<file path="src/rtl/game_pkg.sv">
// Shared types and widths for the piano-game tempo logic.
// Contents: tempo_state_t FSM encoding, level/step/divider widths,
// LEVEL_MAX, and tempo_period() helper (period = base >> level).
package game_pkg;

  localparam int unsigned LEVEL_W    = 3;
  localparam int unsigned STEP_CNT_W = 16;
  localparam int unsigned DIV_W      = 26;
  localparam int unsigned LEVEL_MAX  = 7;

  typedef enum logic [1:0] {
    IDLE  = 2'd0,
    RUN   = 2'd1,
    PAUSE = 2'd2
  } tempo_state_t;

  // Step period in clk cycles for a given speed level.
  function automatic logic [DIV_W-1:0] tempo_period(input logic [DIV_W-1:0]   base,
                                                     input logic [LEVEL_W-1:0] lvl);
    return base >> lvl;
  endfunction

endpackage

</file>
<file path="src/rtl/tempo_divider.sv">
// Pausable, clearable terminal-count counter for the tempo scheduler.
// Ports:
//   clk, rst_n  clock / async active-low reset
//   en          count this cycle (holds when low)
//   clr         force the count to zero (overrides en, suppresses tc)
//   period      terminal count is reached when count >= period-1
//   tc          combinational terminal-count flag for this cycle
module tempo_divider
  import game_pkg::*;
(
  input  logic             clk,
  input  logic             rst_n,
  input  logic             en,
  input  logic             clr,
  input  logic [DIV_W-1:0] period,
  output logic             tc
);

  logic [DIV_W-1:0] cnt_q;
  logic [DIV_W-1:0] cnt_d;

  // >= rather than == so a period that shrinks mid-count cannot be overrun.
  always_comb begin
    tc    = 1'b0;
    cnt_d = cnt_q;
    if (clr) begin
      cnt_d = '0;
    end else if (en) begin
      if (cnt_q >= (period - DIV_W'(1))) begin
        tc    = 1'b1;
        cnt_d = '0;
      end else begin
        cnt_d = cnt_q + DIV_W'(1);
      end
    end
  end

  // Count register.
  always_ff @(posedge clk or negedge rst_n) begin
    if (!rst_n) begin
      cnt_q <= '0;
    end else begin
      cnt_q <= cnt_d;
    end
  end

endmodule

</file>
<file path="src/rtl/game_tempo_ctrl.sv">
// Start/pause/stop controlled step scheduler for the piano game.
// Emits one-cycle step pulses every (BASE_DIV >> level) cycles while running.
// Optional feature macro: GAME_TEMPO_AUTO_LEVEL_EN -- when defined, level
// auto-increments (saturating at 7) every STEPS_PER_LEVEL steps.
// Ports:
//   clk, rst_n   clock / async active-low reset
//   start        pulse: (re)start from step 0 at level_init
//   pause        pulse: toggle RUN <-> PAUSE
//   game_over    pulse: return to IDLE, holding level/step_cnt as the score
//   level_init   starting level sampled on an accepted start
//   step         one-cycle tempo pulse
//   running      high in RUN
//   paused       high in PAUSE
//   level        current speed level
//   step_cnt     steps issued since last start (wraps)
module game_tempo_ctrl
  import game_pkg::*;
#(
  parameter int unsigned BASE_DIV        = 50_000_000,
  parameter int unsigned STEPS_PER_LEVEL = 16
) (
  input  logic                  clk,
  input  logic                  rst_n,
  input  logic                  start,
  input  logic                  pause,
  input  logic                  game_over,
  input  logic [LEVEL_W-1:0]    level_init,
  output logic                  step,
  output logic                  running,
  output logic                  paused,
  output logic [LEVEL_W-1:0]    level,
  output logic [STEP_CNT_W-1:0] step_cnt
);

  tempo_state_t          state_q;
  tempo_state_t          state_d;
  logic                  div_en;
  logic                  div_clr;
  logic                  div_tc;
  logic [DIV_W-1:0]      period;
  logic [LEVEL_W-1:0]    level_d;
  logic [STEP_CNT_W-1:0] step_cnt_d;
  logic [STEP_CNT_W-1:0] step_cnt_inc;

  assign period       = tempo_period(DIV_W'(BASE_DIV), level);
  assign step_cnt_inc = step_cnt + STEP_CNT_W'(1);

`ifndef GAME_TEMPO_AUTO_LEVEL_EN
  logic unused_cfg;
  assign unused_cfg = ^STEPS_PER_LEVEL;
`endif

  tempo_divider u_divider (
    .clk    (clk),
    .rst_n  (rst_n),
    .en     (div_en),
    .clr    (div_clr),
    .period (period),
    .tc     (div_tc)
  );

  // Next state, divider control, level and step counter.
  // Priority: game_over > start > pause; a cycle with game_over or start
  // never counts, so neither can coincide with a step.
  always_comb begin
    state_d    = state_q;
    div_en     = 1'b0;
    div_clr    = 1'b0;
    level_d    = level;
    step_cnt_d = step_cnt;

    if (game_over) begin
      state_d = IDLE;
      div_clr = 1'b1;
    end else if (start) begin
      state_d    = RUN;
      div_clr    = 1'b1;
      level_d    = level_init;
      step_cnt_d = '0;
    end else begin
      div_en = (state_q == RUN);
      if (pause) begin
        case (state_q)
          RUN:     state_d = PAUSE;
          PAUSE:   state_d = RUN;
          default: state_d = state_q;
        endcase
      end
    end

    if (div_tc) begin
      step_cnt_d = step_cnt_inc;
`ifdef GAME_TEMPO_AUTO_LEVEL_EN
      if ((step_cnt_inc != '0) &&
          ((step_cnt_inc % STEP_CNT_W'(STEPS_PER_LEVEL)) == '0) &&
          (level != LEVEL_W'(LEVEL_MAX))) begin
        level_d = level + LEVEL_W'(1);
      end
`endif
    end
  end

  // State and registered outputs.
  always_ff @(posedge clk or negedge rst_n) begin
    if (!rst_n) begin
      state_q  <= IDLE;
      step     <= 1'b0;
      running  <= 1'b0;
      paused   <= 1'b0;
      level    <= '0;
      step_cnt <= '0;
    end else begin
      state_q  <= state_d;
      step     <= div_tc;
      running  <= (state_d == RUN);
      paused   <= (state_d == PAUSE);
      level    <= level_d;
      step_cnt <= step_cnt_d;
    end
  end

endmodule

</file>
<file path="config.mk">
export PLATFORM = sky130hd
export DESIGN_NAME = game_tempo_ctrl
export DESIGN_NICKNAME = d
export VERILOG_FILES = /design/src/rtl/game_pkg.sv /design/src/rtl/tempo_divider.sv /design/src/rtl/game_tempo_ctrl.sv
export SDC_FILE = /design/constraint.sdc
export NUM_CORES = 1
export LEC_CHECK = 0
export ABC_AREA = 1
export BUFFER_PORTS_ARGS = -buffer_cell sky130_fd_sc_hd__buf_4
export CAP_MARGIN = 20
export CORE_MARGIN = 4
export CORE_UTILIZATION = 52
export CTS_CLUSTER_DIAMETER = 40
export DETAILED_ROUTE_END_ITERATION = 12
export PLACE_DENSITY = 0.79
export SYNTH_ARGS = -nofsm -noshare
export SYNTH_HDL_FRONTEND = slang
export SYNTH_HIERARCHICAL = 1
export SYNTH_SLANG_ARGS = --single-unit
</file>
<file path="constraint.sdc">
create_clock -name clk -period 7.65 [get_ports clk]
set_input_delay 0.765 -clock clk [delete_from_list [all_inputs] [get_ports clk]]
set_output_delay 0.765 -clock clk [all_outputs]
set_load 0.03 [all_outputs]
</file>
==> impl_metrics.py, run 1 <==
metrics = {
    "outcome": {
        "status": "finished clean",
    },
    "power_and_ir_drop": {
        "combPwrFrac_pct": 28.0,
        "switching_share_pct": 35.7,
        "leakage_nw": 2.46,
        "p_switching_uw": 215,
        "power.share.clock_pct": 26.5,
        "p_int_uw": 387,
        "peakVddDrop_uv": 78.9,
        "seqPwrFrac_pct": 45.5,
        "cellPowerDensity_nw_per_um2": 125,
    },
    "clock_tree": {
        "clockBufferDepth": 2,
        "cts_root_buf": "clkbuf_8",
        "clk_latency_ps": 310,
        "h-tree-depth": 2,
        "cts_buffers": 5,
        "cts_num_sinks": 50,
        "cts_setup_buffers": 0,
        "clk_pin_slew_ps": 100,
        "holdBufCountCts": 0,
        "cts_tree": "yes",
        "post_cts_resized": 0,
    },
    "detailed_routing": {
        "drc": 0,
        "drtPass1Iterations": 5,
        "drt_iter0_drc": 243,
        "vias": 4275,
        "ant_nets": 0,
        "avgViaCountPerCell": 5.20,
        "wirelength_mm": 10.5,
        "avgRoutedWirePerCell_um": 12.8,
    },
    "critical_path": {
        "cp_slowest_cell": "dfrtp_1",
        "critPathRequiredTime_ps": 7850,
        "slowest_delay_ps": 640,
        "arrival_ps": 4690,
        "endpoint_kind": "register",
        "crit_top_cell": "nor2_1",
        "crit_path_max_fanout": 17,
        "worstSetupPathType": "register to register",
        "crit_chain": "inv_1, nand2_1, nor2_1, o21bai_1, nor2_1, nand4_1, nor2_1, nand2_1, xnor2_1, inv_1, ha_1, nand2_1, nor2_1, nand2_1, inv_1, nand3b_1, nor2_2, o21ai_0, inv_1, inv_2, nor2_4, nand2_4, nor3_1, nor2_1",
        "cp-start-kind": "register",
    },
    "yosys": {
        "synth.area.top_cells": "dfrtp_1 (28%), nand2_1 (20%), nor2_1 (10%)",
        "syn_nets": 726,
        "netlist_instances": 689,
        "synth_cell_types": 33,
        "avgSynthCellArea_um2": 6.43,
        "yosysSeqAreaShare_pct": 28.3,
        "synth_top_area_share_pct": 28.3,
        "ys_ff_latch": 50,
        "synth_top_area_cell": "dfrtp_1",
        "yosysWarnings": 6,
        "synth_area_um2": 4430,
    },
    "floorplan": {
        "die-area_um2": 10100,
        "dieWidth_um": 100,
        "die_h_um": 100,
        "start_util_pct": 53.6,
        "core_area_um2": 8260,
        "rows": 33,
        "io_pins": 30,
    },
    "placed_design": {
        "placed_cell_area_um2": 4730,
        "gp_congestion": 0.959,
        "hpwl_mm": 8.03,
        "io_buffers": 29,
    },
    "sta": {
        "period_needed_ps": 4490,
        "whs_ps": 486,
        "setup_viol": 0,
        "final.setup_skew_ps": 8.42,
        "tightest_slew_ps": 675,
        "final_max_slew_viol_count": 0,
        "rsz0062_at_grt": "false",
        "hold_viol": 0,
        "min_period_over_period_pct": 58.6,
        "finalSetupTns_ps": 0,
        "fmax_ghz": 0.223,
        "slew_headroom_pct": 55.0,
    },
    "min_path": {
        "hold_class": "input pin to asynchronous set/reset pin",
    },
    "cells_and_area": {
        "area_delta_synth_final_pct": 8.65,
        "fin_util_pct": 58.3,
        "drive_gt1_share_pct": 9.90,
        "antenna_cells": 0,
        "n_fill_cell": 801,
        "final_nets": 754,
        "design_area_um2": 4810,
    },
    "grt": {
        "grt_remaining_overflow": 0,
        "grt_max_degree": 51,
        "first_global_vias": 4021,
        "grt_pass1_wl_mm": 18.4,
        "grt_usage_pct": 22.1,
        "antenna_found_initial": 0,
    },
    "job": {
        "cap_violations": 0,
    },
}
cell usage after synthesis, drive strengths merged:
cell type,instances
nor2,136
nand3,29
buf,5
xnor2,16
nand2,245
ha,29
xor2,18
a21oi,17
nor3,7
or2,1
inv,90
a22o,1
a21o,2
o21ai,27
clkbuf,4
o22ai,2
dfrtp,50
nand3b,3
o21bai,3
a21boi,1
nand4,3
flip-flops by register name, summed over array words and instances (netlist names):
signal	cells
state_q	2
step_cnt	16
u_divider/cnt_q	26
paused	1
level	3
step	1
running	1
metal layers:
metal  share of wire (%)  GRT usage [%]
met3                 4.7           2.29
met1                  46           29.8
met2                  47           38.0
met4                 1.4           5.49
met5                   0              0
cells in the final DEF, fill, tap and decap left out, types with 2 or more instances in the layout:
cell type	netlist	layout
nand2_1	239	239
nor2_1	118	118
inv_1	86	86
dfrtp_1	50	50
buf_4	1	30
ha_1	29	29
nand3_1	25	25
o21ai_0	22	22
xor2_1	18	18
a21oi_1	17	17
xnor2_1	16	16
nor2_4	11	11
nor3_1	7	7
nor2_2	6	6
o21ai_1	5	5
clkbuf_8	0	5
inv_2	4	4
nand2_2	4	4
o21bai_1	3	3
nand3b_1	3	3
nand4_1	3	3
nand3_2	2	2
nand2_4	2	2
o22ai_1	2	2
nand3_4	2	2
a21o_1	2	2
cell families (layout without fill, tap and decap cells):
family / count (synthesis) / after routing / synth area share [%]
AND/OR/NAND/NOR: 424 / 424 / 41.4
buffers and inverters: 99 / 127 / 8.90
AO/OA/AOI/OAI: 53 / 53 / 6.50
flip-flops: 50 / 50 / 28.3
XOR/XNOR: 34 / 34 / 6.72
adder cells (fa/ha/maj): 29 / 29 / 8.19
critical path: cells and delay by family, from the launching register on:
family | cells | cell delay (ps)
adders and majority gates | 1 | 270
xor gates and xnor gates | 1 | 190
buffers and inverters | 5 | 760
and+or+nand+nor | 15 | 2170
DFF | 1 | 640
AOI/OAI and AO/OA | 2 | 350
cell type report:
| type | instances | area [um^2] | area share (%) |
|---|---|---|---|
| clock buffers | 5 | 68.8 | 1.43 |
| clock inverters | 2 | 13.8 | 0.286 |
| inverters | 90 | 338 | 7.02 |
| multi-input cells | 540 | 2780 | 57.8 |
| flip-flops and latches | 50 | 1250 | 26.0 |
| well taps | 105 | 131 | 2.73 |
| repair buffers | 30 | 225 | 4.68 |
final timing paths:
kind,from,end,slack [ps],depth (start not counted)
max,level[2]$_DFFE_PN0P_,step_cnt[15]$_DFFE_PN0P_,3160,24
min,rst_n,u_divider/cnt_q[18]$_DFFE_PN0P_,490,1
max reg2reg,level[2]$_DFFE_PN0P_,step_cnt[15]$_DFFE_PN0P_,3160,24
min in group clk,u_divider/cnt_q[25]$_DFFE_PN0P_,u_divider/cnt_q[25]$_DFFE_PN0P_,560,2
min reg2reg,u_divider/cnt_q[25]$_DFFE_PN0P_,u_divider/cnt_q[25]$_DFFE_PN0P_,560,2
max in group asynchronous,rst_n,step_cnt[11]$_DFFE_PN0P_,6710,1
stage by stage:
step | worst slack (ps) | total power [mW] | instances
floorplan | 4030 | 0.401 | 689
global placement | 3250 | 0.442 | 815
detailed placement | 3300 | 0.445 | 815
CTS | 3270 | 0.607 | 822
global route | 2550 | 0.643 | 822
finish | 3160 | 0.602 | 822
power groups by stage:
stage               combinational, mW  clock (mW)  sequential (mW)
floorplan                       0.122           0            0.280
global placement                0.163           0            0.279
detailed placement              0.167           0            0.279
CTS                             0.168       0.166            0.274
global route                    0.193       0.175            0.275
finish                          0.169       0.160            0.274
(Power assumes the default switching activity.)
==> run 2: changes to the inputs <==
PLACE_DENSITY = 0.82   (was 0.79)
clock period = 4 ns   (was 7.65 ns; I/O delays follow)
==> impl_metrics.py, run 2 (same netlist as run 1, synthesis figures left out) <==
metrics = {
    "sta": {
        "fmax_ghz": 0.264,
        "whs_ps": 103,
        "finalSetupTns_ps": 0,
        "min_period_over_period_pct": 94.8,
        "slew_headroom_pct": 54.8,
        "tightest_slew_ps": 677,
        "final.setup_skew_ps": 3.79,
        "final_max_slew_viol_count": 0,
        "setup_viol": 0,
        "hold_viol": 0,
        "period_needed_ps": 3790,
        "setup_slack_ps": 209,
    },
    "detailed_routing": {
        "drc": 0,
        "drtPass1Iterations": 5,
        "avgRoutedWirePerCell_um": 12.7,
        "wirelength_mm": 10.6,
        "ant_nets": 0,
        "vias": 4296,
        "drt_iter0_drc": 228,
        "avgViaCountPerCell": 5.11,
    },
    "critical_path": {
        "cp_slowest_cell": "dfrtp_2",
        "critPathRequiredTime_ps": 4200,
        "crit_path_max_fanout": 8,
        "cp-start-kind": "register",
        "crit_chain": "inv_2, nand2_2, buf_4, nor2_1, or2_4, nor2_4, nand2_2, nor2_4, nand2_2, nor2_2, xor2_2, ha_1, a21oi_1, nand2_1, a21oi_1, nand3_1, o21ai_0, inv_1, nor2_1, inv_2, nand2_1, inv_1, nor2_1, nor2_1",
        "worstSetupPathType": "register to register",
        "endpoint_kind": "register",
        "arrival_ps": 4000,
        "slowest_delay_ps": 480,
        "crit_top_cell": "nor2_1",
    },
    "cells_and_area": {
        "design_area_um2": 5040,
        "largest_reg_flops": 26,
        "fin_cells": 840,
        "final_nets": 771,
        "top_regs": "u_divider/cnt_q: 26 flops, step_cnt: 16 flops, level: 3 flops",
        "layout_common_cells": "nand2_1 (236), nor2_1 (111), inv_1 (82)",
        "drive_gt1_share_pct": 14.8,
        "area_delta_synth_final_pct": 13.9,
        "final_common_cell": "nand2_1",
        "fin_util_pct": 61.1,
        "largest-register": "u_divider/cnt_q",
        "antenna_cells": 0,
    },
    "placed_design": {
        "io_buffers": 29,
        "gp_congestion": 0.908,
        "hpwl_mm": 8.09,
        "placed_cell_area_um2": 4790,
        "dp_cells": 823,
        "preCtsSetupSlack_ps": 67.1,
    },
    "job": {
        "cap_violations": 0,
    },
    "min_path": {
        "hold_class": "input pin to asynchronous set/reset pin",
    },
    "grt": {
        "antenna_found_initial": 0,
        "first_global_vias": 4094,
        "grt_pass1_wl_mm": 18.2,
        "grt_remaining_overflow": 0,
        "grt_usage_pct": 21.9,
        "grt_max_degree": 51,
    },
    "clock_tree": {
        "holdBufCountCts": 0,
        "cts_buffers": 5,
        "clk_latency_ps": 310,
        "cts_tree": "yes",
        "cts_num_sinks": 50,
        "clockBufferDepth": 2,
        "cts_root_buf": "clkbuf_8",
        "clk_pin_slew_ps": 100,
        "h-tree-depth": 2,
    },
    "power_and_ir_drop": {
        "cellPowerDensity_nw_per_um2": 255,
        "p_total_mw": 1.29,
        "peakVddDrop_uv": 217,
        "leakage_nw": 2.57,
    },
    "outcome": {
        "status": "finished clean",
    },
    "floorplan": {
        "io_pins": 30,
        "rows": 33,
        "start_util_pct": 53.6,
        "die-area_um2": 10100,
        "dieWidth_um": 100,
        "die_h_um": 100,
        "core_area_um2": 8260,
    },
}
run 2: cell types whose count changed in the layout (fill, tap and decap cells not counted), sizes merged:
cell,change
buf,+16
bufinv,+1
clkbuf,+1
clkinv,-1
dlymetal6s2s,+1
run 2: final timing paths:
| path | startpoint | to | slack (ps) | depth (start not counted) |
|---|---|---|---|---|
| max | level[0]$_DFFE_PN0P_ | step_cnt[15]$_DFFE_PN0P_ | 210 | 24 |
| min | rst_n | u_divider/cnt_q[14]$_DFFE_PN0P_ | 100 | 1 |
| max reg2reg | level[0]$_DFFE_PN0P_ | step_cnt[15]$_DFFE_PN0P_ | 210 | 24 |
| min reg2reg | u_divider/cnt_q[25]$_DFFE_PN0P_ | u_divider/cnt_q[25]$_DFFE_PN0P_ | 560 | 2 |
| max in group asynchronous | rst_n | level[0]$_DFFE_PN0P_ | 3410 | 1 |
| min in group clk | level_init[2] | level[2]$_DFFE_PN0P_ | 290 | 3 |
run 2: where the power goes:
group	internal (mW)	switching (mW)
Combinational	0.137	0.234
Sequential	0.512	0.00961
Clock	0.206	0.188
run 2: layer usage:
metal / global-route usage (%) / vias to the layer above / share of wire [%]
met5: 0 / - / 0
met4: 6.74 / 0 / 1.6
met2: 37.3 / 118 / 48
li1: - / 2211 / -
met3: 3.34 / 17 / 5.0
met1: 28.7 / 1950 / 45
run 2: worst max-delay path: cells and delay by family (launching register included):
| family | cells | cell delay [ps] |
|---|---|---|
| XOR/XNOR | 1 | 170 |
| adder cells (fa/ha/maj) | 1 | 260 |
| AND/OR/NAND/NOR | 14 | 1730 |
| buffers and inverters | 5 | 480 |
| AO/OA/AOI/OAI | 3 | 550 |
| flip-flops | 1 | 480 |
run 2: what timing repair did:
action | in CTS | in global routing
resized for setup | 0 | 27
endpoints found under the setup margin | 0 | 16
setup buffers | 0 | 9
run 2: cell type report:
cell class                 count  area [um^2]
clock buffer                   6         82.6
clock inverter                 2         38.8
fill                         752         3210
inverter                      90          338
multi-input combinational    540         2840
sequential                    50         1250
tap                          105          131
timing repair buffer          47          358
==> run 3: changes to the inputs <==
CELL_PAD_IN_SITES_DETAIL_PLACEMENT = 0   (was default)
CELL_PAD_IN_SITES_GLOBAL_PLACEMENT = 1   (was default)
CORE_UTILIZATION = 40   (was 52)
PLACE_DENSITY = 0.87   (was 0.82)
==> impl_metrics.py, run 3 (same netlist as run 1, synthesis figures left out) <==
metrics = {
    "floorplan": {
        "rows": 38,
        "io_pins": 30,
        "core_area_um2": 10800,
        "die_h_um": 113,
        "die-area_um2": 12800,
        "start_util_pct": 40.8,
        "dieWidth_um": 113,
    },
    "detailed_routing": {
        "wirelength_mm": 11.2,
        "drc": 0,
        "drt_iter0_drc": 253,
        "ant_nets": 0,
        "avgViaCountPerCell": 4.89,
        "drtPass1Iterations": 4,
        "avgRoutedWirePerCell_um": 12.9,
        "vias": 4273,
    },
    "critical_path": {
        "arrival_ps": 3870,
        "critPathRequiredTime_ps": 4230,
        "crit_buf_inv": 5,
        "timing.rr.start": "level[0]$_DFFE_PN0P_",
        "cp_slowest_cell": "dfrtp_2",
        "endpoint_kind": "register",
        "crit_chain": "buf_4, nor2_1, o21ai_1, nor2_1, nand2_1, nor2_4, nand2_2, nor2_2, xor2_2, ha_1, nand2_1, nor2_2, nand2_1, inv_1, nand3b_1, nor2_2, o21ai_1, inv_2, inv_4, nor2_4, nand3_1, o21ai_1, inv_1",
        "cp-start-kind": "register",
        "slowest_delay_ps": 480,
        "r2r_cells": 23,
        "crit_path_max_fanout": 7,
        "critPathTopFamily": "simple AND/OR/NAND/NOR gates",
        "worstSetupPathType": "register to register",
        "reg2reg_slack_ps": 360,
        "worstReg2RegEnd": "step_cnt[11]$_DFFE_PN0P_",
    },
    "sta": {
        "tightest_slew_ps": 782,
        "rsz0062_at_grt": "false",
        "hold_viol": 0,
        "period_needed_ps": 3640,
        "setup_viol": 0,
        "min_period_over_period_pct": 91.1,
        "slew_headroom_pct": 47.7,
        "setup_slack_ps": 357,
        "fmax_ghz": 0.275,
        "whs_ps": 96.3,
        "final_max_slew_viol_count": 0,
        "final.setup_skew_ps": 14.3,
        "finalSetupTns_ps": 0,
    },
    "cells_and_area": {
        "final_nets": 769,
        "fin_util_pct": 46.5,
        "area_delta_synth_final_pct": 13.8,
        "drive_gt1_share_pct": 14.5,
        "top_regs": "u_divider/cnt_q: 26 flops, step_cnt: 16 flops, level: 3 flops",
        "design_area_um2": 5040,
        "layout_common_cells": "nand2_1 (239), nor2_1 (110), inv_1 (83)",
        "largest-register": "u_divider/cnt_q",
        "final_common_cell": "nand2_1",
        "antenna_cells": 0,
        "largest_reg_flops": 26,
        "fin_cells": 873,
    },
    "grt": {
        "antenna_found_initial": 0,
        "first_global_vias": 3887,
        "grt_pass1_wl_mm": 18.8,
        "grt_max_degree": 51,
        "grt_remaining_overflow": 0,
        "grt_usage_pct": 17.8,
    },
    "clock_tree": {
        "cts_buffers": 5,
        "clockBufferDepth": 2,
        "cts_root_buf": "clkbuf_8",
        "cts_num_sinks": 50,
        "h-tree-depth": 2,
        "clk_pin_slew_ps": 120,
        "holdBufCountCts": 0,
        "cts_tree": "yes",
        "clk_latency_ps": 320,
    },
    "power_and_ir_drop": {
        "cellPowerDensity_nw_per_um2": 243,
        "leakage_nw": 2.54,
        "peakVddDrop_uv": 153,
        "p_total_mw": 1.23,
    },
    "placed_design": {
        "placed_cell_area_um2": 4850,
        "dp_cells": 861,
        "hpwl_mm": 8.64,
        "io_buffers": 29,
        "preCtsSetupSlack_ps": 129,
        "gp_congestion": 0.882,
    },
    "outcome": {
        "status": "finished clean",
    },
    "min_path": {
        "hold_class": "input pin to asynchronous set/reset pin",
    },
    "job": {
        "cap_violations": 0,
    },
}
==> run 3: changes by cell type in the layout (fill, tap and decap cells not counted), sizes merged <==
cell / previous run / this run
dlymetal6s2s: 1 / 0
buf: 46 / 45
inv: 91 / 92
clkinv: 0 / 1
clkbuf: 6 / 5
bufinv: 1 / 0
==> run 3: metal layers <==
| metal | track usage (%) | vias up | share of wire (%) |
|---|---|---|---|
| li1 | - | 2205 | - |
| met1 | 25.1 | 1985 | 48 |
| met2 | 29.8 | 79 | 48 |
| met3 | 1.98 | 4 | 4.3 |
| met4 | 3.45 | 0 | 0.68 |
| met5 | 0 | - | 0 |
==> run 3: final cells by class <==
cell class,instances,area [um^2]
clock inverter,3,28.8
multi-input combinational,540,2840
fill,1150,5800
timing repair buffer,45,338
clock buffer,5,68.8
sequential,50,1250
tap,140,175
inverter,90,340
==> run 3: worst max-delay path by stage <==
stage	slack, ps	depth (start not counted)	to	from
2_1_floorplan	380	23	step_cnt[11]$_DFFE_PN0P_	level[0]$_DFFE_PN0P_
3_3_place_gp	190	26	step_cnt[11]$_DFFE_PN0P_	level[0]$_DFFE_PN0P_
3_5_place_dp	130	26	step_cnt[11]$_DFFE_PN0P_	level[0]$_DFFE_PN0P_
4_1_cts	110	26	step_cnt[11]$_DFFE_PN0P_	level[0]$_DFFE_PN0P_
5_1_grt	3	26	step_cnt[11]$_DFFE_PN0P_	level[0]$_DFFE_PN0P_
6_report	360	23	step_cnt[11]$_DFFE_PN0P_	level[0]$_DFFE_PN0P_
==> run 3: report_power, final <==
group	total [mW]	internal [mW]	switching, mW
Sequential	0.522	0.512	0.0100
Combinational	0.368	0.131	0.238
Clock	0.335	0.132	0.203
Total	1.23	0.775	0.451
==> run 3: what timing repair did <==
| action | 4_1_cts | 5_1_grt |
|---|---|---|
| buffers inserted | 0 | 4 |
| resized for setup | 0 | 26 |
| setup endpoints to repair | 0 | 16 |
